==> config.mk <==
export PLATFORM = sky130hd
export DESIGN_NAME = mem_copy_engine
export DESIGN_NICKNAME = d
export VERILOG_FILES = /design/src/rtl/mem_copy_engine.sv
export SDC_FILE = /design/constraint.sdc
export NUM_CORES = 1
export LEC_CHECK = 0
export ABC_CLOCK_PERIOD_IN_PS = 6000
export CORE_ASPECT_RATIO = 1.25
export CORE_MARGIN = 2
export CORE_UTILIZATION = 56
export CTS_CLUSTER_SIZE = 12
export DETAILED_ROUTE_END_ITERATION = 10
export PLACE_DENSITY = 0.88
export SETUP_SLACK_MARGIN = 0.05
export SLEW_MARGIN = 25
export SYNTH_ARGS = -nofsm -noshare
export SYNTH_HDL_FRONTEND = slang
export SYNTH_SLANG_ARGS = --single-unit
==> constraint.sdc <==
create_clock -name clk -period 6 [get_ports clk]
set_clock_uncertainty 0.05 [all_clocks]
set_input_delay 1.2 -clock clk [delete_from_list [all_inputs] [get_ports clk]]
set_output_delay 1.2 -clock clk [all_outputs]
set_load 0.005 [all_outputs]
==> src/rtl/mem_copy_engine.sv <==
// Block-copy DMA master for the segmented data memory: read, hold, write per word.
// Latency: CHECK 1 cycle, then 3 cycles per word; done pulses in cycle 3*len+2 after start.
// Backpressure: none; start is ignored while busy and the data port is owned until busy falls.
module mem_copy_engine #(
    parameter int WIDTH   = 32,
    parameter int RAMSIZE = 16,
    parameter int NSEG    = 6
) (
    input  logic             clk,
    input  logic             reset,
    input  logic             start,
    input  logic [WIDTH-1:0] src,
    input  logic [WIDTH-1:0] dst,
    input  logic [WIDTH-1:0] len,
    output logic             busy,
    output logic             done,
    output logic             err,
    output logic [WIDTH-1:0] count,
    output logic [WIDTH-1:0] mem_a,
    output logic             mem_we,
    output logic [WIDTH-1:0] mem_wd,
    input  logic [WIDTH-1:0] mem_rd
);

    localparam int MEMWORDS = RAMSIZE * NSEG;
    localparam logic [WIDTH:0] MEM_LIMIT = (WIDTH+1)'(MEMWORDS);

    typedef enum logic [2:0] {IDLE, CHECK, RADDR, RDATA, WRITE, DONE, ERR} state_t;

    typedef struct packed {
        logic [WIDTH-1:0] src;
        logic [WIDTH-1:0] dst;
        logic [WIDTH-1:0] len;
    } req_t;

    state_t           state, state_nxt;
    req_t             req;
    logic [WIDTH-1:0] idx, idx_inc, rbuf;
    logic [WIDTH:0]   src_end, dst_end;

    // One extra bit so an out-of-range request can never wrap back into range.
    assign src_end = {1'b0, req.src} + {1'b0, req.len};
    assign dst_end = {1'b0, req.dst} + {1'b0, req.len};
    assign idx_inc = idx + WIDTH'(1);

    always_comb begin
        state_nxt = state;
        mem_a     = '0;
        mem_we    = 1'b0;
        mem_wd    = '0;
        case (state)
            IDLE: begin
                if (start) state_nxt = CHECK;
            end
            CHECK: begin
                if (src_end > MEM_LIMIT || dst_end > MEM_LIMIT) state_nxt = ERR;
                else if (req.len == '0)                         state_nxt = DONE;
                else                                            state_nxt = RADDR;
            end
            RADDR: begin
                mem_a     = req.src + idx;
                state_nxt = RDATA;
            end
            RDATA: begin
                mem_a     = req.src + idx;
                state_nxt = WRITE;
            end
            WRITE: begin
                mem_a     = req.dst + idx;
                mem_we    = 1'b1;
                mem_wd    = rbuf;
                state_nxt = (idx_inc == req.len) ? DONE : RADDR;
            end
            DONE:    state_nxt = IDLE;
            ERR:     state_nxt = IDLE;
            default: state_nxt = IDLE;
        endcase
    end

    always_ff @(posedge clk) begin
        if (reset) begin
            state <= IDLE;
            req   <= '0;
            idx   <= '0;
            rbuf  <= '0;
            count <= '0;
            busy  <= 1'b0;
            done  <= 1'b0;
            err   <= 1'b0;
        end else begin
            state <= state_nxt;
            busy  <= (state_nxt != IDLE);
            done  <= (state_nxt == DONE);
            err   <= (state_nxt == ERR);
            if (state == IDLE && start) begin
                req   <= {src, dst, len};
                idx   <= '0;
                count <= '0;
            end
            // Read data has been stable for the whole RDATA cycle by this edge.
            if (state == RDATA) rbuf <= mem_rd;
            if (state == WRITE) begin
                idx   <= idx_inc;
                count <= count + WIDTH'(1);
            end
        end
    end

endmodule

## After elaboration in Yosys (flattened, before gate mapping)

Cells that the tools add are included.

| cells by class | value |
|---|---|
| add/subtract/negate cells | 6 |
| multipliers | 0 |
| divide/modulo/power cells | 0 |
| $lt $le $gt $ge | 2 |
| equality and inequality tests | 7 |
| shifts and indexed selects | 0 |
| multiplexer cells | 11 |
| bitwise gates (word level) | 0 |
| reductions and logical operators | 7 |

Operators with widths:

| operator | number |
|---|---|
| two-way mux 32 bit | 4 |
| adder 32 x 32 -> 33 bit | 2 |
| greater-than comparator 33 x 7 -> 1 bit, second input constant | 2 |
| adder 32 x 1 -> 32 bit, second input constant | 2 |
| adder 32 bit | 2 |
| one-hot mux 32 bit (2 select lines) | 1 |
| equality test 32 bit | 1 |
| zero test 32 bit | 1 |
| one-hot mux 3 bit (5 select lines) | 1 |
| two-way mux 3 bit | 4 |
| equality test 3 bit, second input constant | 3 |
| equality test 3 x 2 -> 1 bit, second input constant | 2 |
| equality test 3 x 1 -> 1 bit, second input constant | 1 |
| zero test 3 bit | 1 |
| nonzero test 3 bit | 1 |
| nonzero test 2 bit | 1 |
| OR reduction 2 bit | 1 |
| logical AND 1 bit | 1 |
| logical OR 1 bit | 1 |
| two-way mux 1 bit | 1 |

| word-level totals | value |
|---|---|
| flip-flop bits (word level) | 198 |
| bits in latches | 0 |
| memory bits (writable) | 0 |
| bits in read-only memories | 0 |
| word-level logic and storage cells | 43 |
| memories kept | 0 |

## Logic depth before layout (Yosys ltp)

| logic depth | value |
|---|---|
| depth after elaboration | 6 |
| mapped depth | 23 |

## Worst setup path before layout

No wires, ideal clock.

| path | value |
|---|---|
| path kind | register -> output |
| from | register state[2] |
| to | output mem_a[30] |
| arrival | 4288 ps |
| required time | 4750 ps |
| setup slack | 461 ps |
| stages on the path, launching flop included | 24 |
| buffers on the path | 3 |
| path through | dfxtp_1 inv_1 or3_1 inv_1 buf_1 clkbuf_1 buf_1 nand2_1 nand2_1 ha_1 inv_1 fa_1 nor2b_1 o21a_1 o21ai_0 a21oi_1 a211oi_1 nor2_1 a41oi_1 a211oi_1 a41o_1 o41ai_1 xor2_1 nor2_1 |

| between the ends | value |
|---|---|
| cells in the longest elaborated chain, start to end | 3 |

Ends and longest elaborated chain:

| item | RTL line | text |
|---|---|---|
| from (decl) | 36 | `state_t state, state_nxt;` |
| from (signal assigned) | 91 | `state <= state_nxt;` |
| equality test 3 x 2 -> 1 bit | 51 | `case (state)` |
| OR reduction 2 bit (no line) | -- |  |
| one-hot mux 32 bit (2 select lines) * | 51 |  |
| to (decl) | 19 | `output logic [WIDTH-1:0] mem_a,` |

Mark *: on every way between the ends. The rest lies on a longest branch, timed or not.

## Final worst setup path

| path | value |
|---|---|
| from | register state[2] |
| to | output mem_a[28] |

The elaborated chain is that of the path after synthesis.

==> reports/qor.csv <==
metric;value;unit
status;finished, final reports clean;
clkLatencyLatePin;0.45;ns
die_area;28400;µm²
dr.max_layer_used;met4;
die_height;188;µm
synth_edf_count;0;
rsz0062_at_grt;true;
finalWorstSetupSlack;0.163;ns
synth_nets;2360;
vias_per_cell;6.34;
fmax;171;MHz
ys.warnings.count;0;
wl_met1;19800;µm
drtIter0Drc;1772;
cp-start-kind;flop;
fillers;2241;
endpoint_kind;output pin;
htree_levels;4;
placed_cells;2582;
worstHoldPathType;reg2reg;
setup_viol;0;
clockBufferDepth;2;
synth_ff_type;dfxtp_1;
grt_pass1_vias;15500;
syn_area;15100;µm²
max_stage_delay;0.54;ns
grt_pass1_wl;80900;µm
synth_common_cells;471 x nand2_1, 256 x a21oi_1, 198 x dfxtp_1, 156 x nor2_1, 109 x clkbuf_1;
cts.sinks;198;
yosysMostFrequentCell;nand2_1;
start_util;0.566;
place_ws;0.180;ns
port_buffers;230;
drc;0;
postLayoutCellArea;18300;µm²
met3WireLength;4720;µm
hold_viol_final;0;
p_leak;0.00706;µW
num-nets-final;2494;
ios;231;
ys_ff_latch;198;
ant_nets;0;
grt_start_max_net_pins;140;
p_total;3830;µW
wl_met2;24800;µm
worst_pin_slew;1.06;ns
gp_congestion;1.01;
dpl.hpwl;39700;µm
ys_top_cells_by_area;dfxtp_1 26%, nand2_1 12%, a21oi_1 8.5%;
design.core.area;26700;µm²
required;4.75;ns
grt_antenna_before_repair;0;
cp_slowest_cell;clkdlybuf4s50_1;
via_count;16600;
first_pass_iters;6;
hold_buffers;0;
irDropWorstVdd;146;µV
cap_violations;0;
grt_usage;0.360;
synth_cells;2129;
arrival;4.59;ns
layout-drive-gt1-share;0.0598;
setup-tns-final;0;ns
cts_buffers;17;
avgRoutedWirePerCell;20.0;µm
synth-async-reset-ratio;0;
comb_power_share;0.270;
ys_seq_area_frac;0.262;
p_int;2500;µW
rows;67;
synth_top_cell_by_area;dfxtp_1;
p_clk_frac;0.341;
synth_top_area_frac;0.262;
clk_pin_slew;0.08;ns
root_buffer;clkbuf_16;
yosysUniqueCellTypes;93;
period_needed;5.84;ns
cts_tree;yes;
dieWidth;151;µm
grt_overflow_total;0;
cp_max_fo;9;
seq_power_share;0.389;
diodes;0;
criticalPathCategory;reg2out;
avgSynthCellArea;7.11;µm²
switchingPower;1330;µW
finalCritPeriodShare;0.973;
drt_wl_total;52400;µm
crit_chain;inv_1 > or3_4 > inv_6 > nand2_1 > nand2_1 > ha_1 > inv_1 > fa_2 > nor2b_2 > o21a_1 > o21ai_1 > a21oi_2 > a211oi_2 > nor2_2 > a41oi_2 > a211oi_2 > a41o_1 > nor2_1 > xor2_1 > nor2_1 > clkdlybuf4s50_1;
placed_cell_area;17500;µm²
stdcell_count;2621;
powerDensity;210;nW/µm²
slew_headroom;0.289;
netSwitchingFraction;0.348;
syn_to_final_growth;20.6;%
drv_slew;0;
[worst max-delay path, delay by kind of cell, from the launching register on]
kind	cells	cell delay, ns
flops	1	0.36
simple gates	7	1.02
buf+inv	4	0.77
fa+ha+maj	2	0.50
xor+xnor	1	0.14
compound gates	7	1.32
[path summary, 6_finish.rpt]
| check | endpoint | depth (start not counted) | slack (ns) | from |
|---|---|---|---|---|
| max | mem_a[28] | 21 | 0.16 | state[2] |
| min | rbuf[17] | 2 | 0.40 | rbuf[17] |
| max reg2reg | busy | 14 | 1.08 | req[0] |
| min reg2reg | rbuf[17] | 2 | 0.40 | rbuf[17] |
[cell usage in the layout, fill, tap and decap left out, types with 43 or more instances in the layout]
| cell type | n |
|---|---|
| a21oi_1 | 252 |
| and2_1 | 43 |
| clkdlybuf4s50_1 | 229 |
| dfxtp_1 | 197 |
| ha_1 | 96 |
| nand2_1 | 469 |
| nand3_1 | 54 |
| nand4_1 | 44 |
| nor2_1 | 155 |
| o21ai_0 | 75 |
| xnor2_1 | 61 |
[layout make-up]
| type | instances | area (µm²) | area share |
|---|---|---|---|
| timing repair buffer | 252 | 2500 | 0.137 |
| clock inverter | 15 | 233 | 0.0127 |
| tap | 345 | 432 | 0.0236 |
| sequential | 198 | 3970 | 0.217 |
| multi-input combinational | 1752 | 10500 | 0.578 |
| inverter | 42 | 163 | 0.00891 |
| clock buffer | 17 | 425 | 0.0233 |
[power by group through the flow]
stage | logic [µW] | clock network (µW) | registers, µW
floorplan | 679 | 0 | 1460
global placement | 983 | 0 | 1510
detailed placement | 1000 | 0 | 1510
CTS | 1010 | 1310 | 1480
global route | 1120 | 1360 | 1490
finish | 1040 | 1310 | 1490
[sequential cells by signal, indices dropped and copies added (netlist names)]
register	flops
busy	1
count	32
done	1
err	1
idx	32
rbuf	32
req	96
state	3
[timing repair]
action	in CTS	in global routing
setup buffers	3	3
gates cloned	0	0
pin swaps	6	6
setup endpoints to repair	5	6
gates resized for setup	11	11
[through the flow]
stage          hold WS [ns]  utilization
2_1_floorplan         0.382            -
3_3_place_gp          0.387        0.653
3_5_place_dp          0.392        0.653
4_1_cts               0.404        0.680
5_1_grt               0.422        0.683
6_report              0.403        0.683
[logic make-up (layout without fill, tap and decap cells)]
kind of cell	Yosys count	count (layout)	synth area share
multiplexers	24	24	0.0168
flip-flops	198	198	0.262
AND/OR/NAND/NOR	944	944	0.287
adder cells (fa/ha/maj)	100	100	0.0842
AO/OA/AOI/OAI	587	587	0.247
XOR/XNOR	97	97	0.0561
buffers and inverters	179	326	0.0470
[routing by layer]
metal,vias up,track usage
met5,-,0
met4,0,0.191
met3,185,0.0693
met2,840,0.604
met1,7752,0.432
li1,7829,-
(Power assumes the default switching activity.)
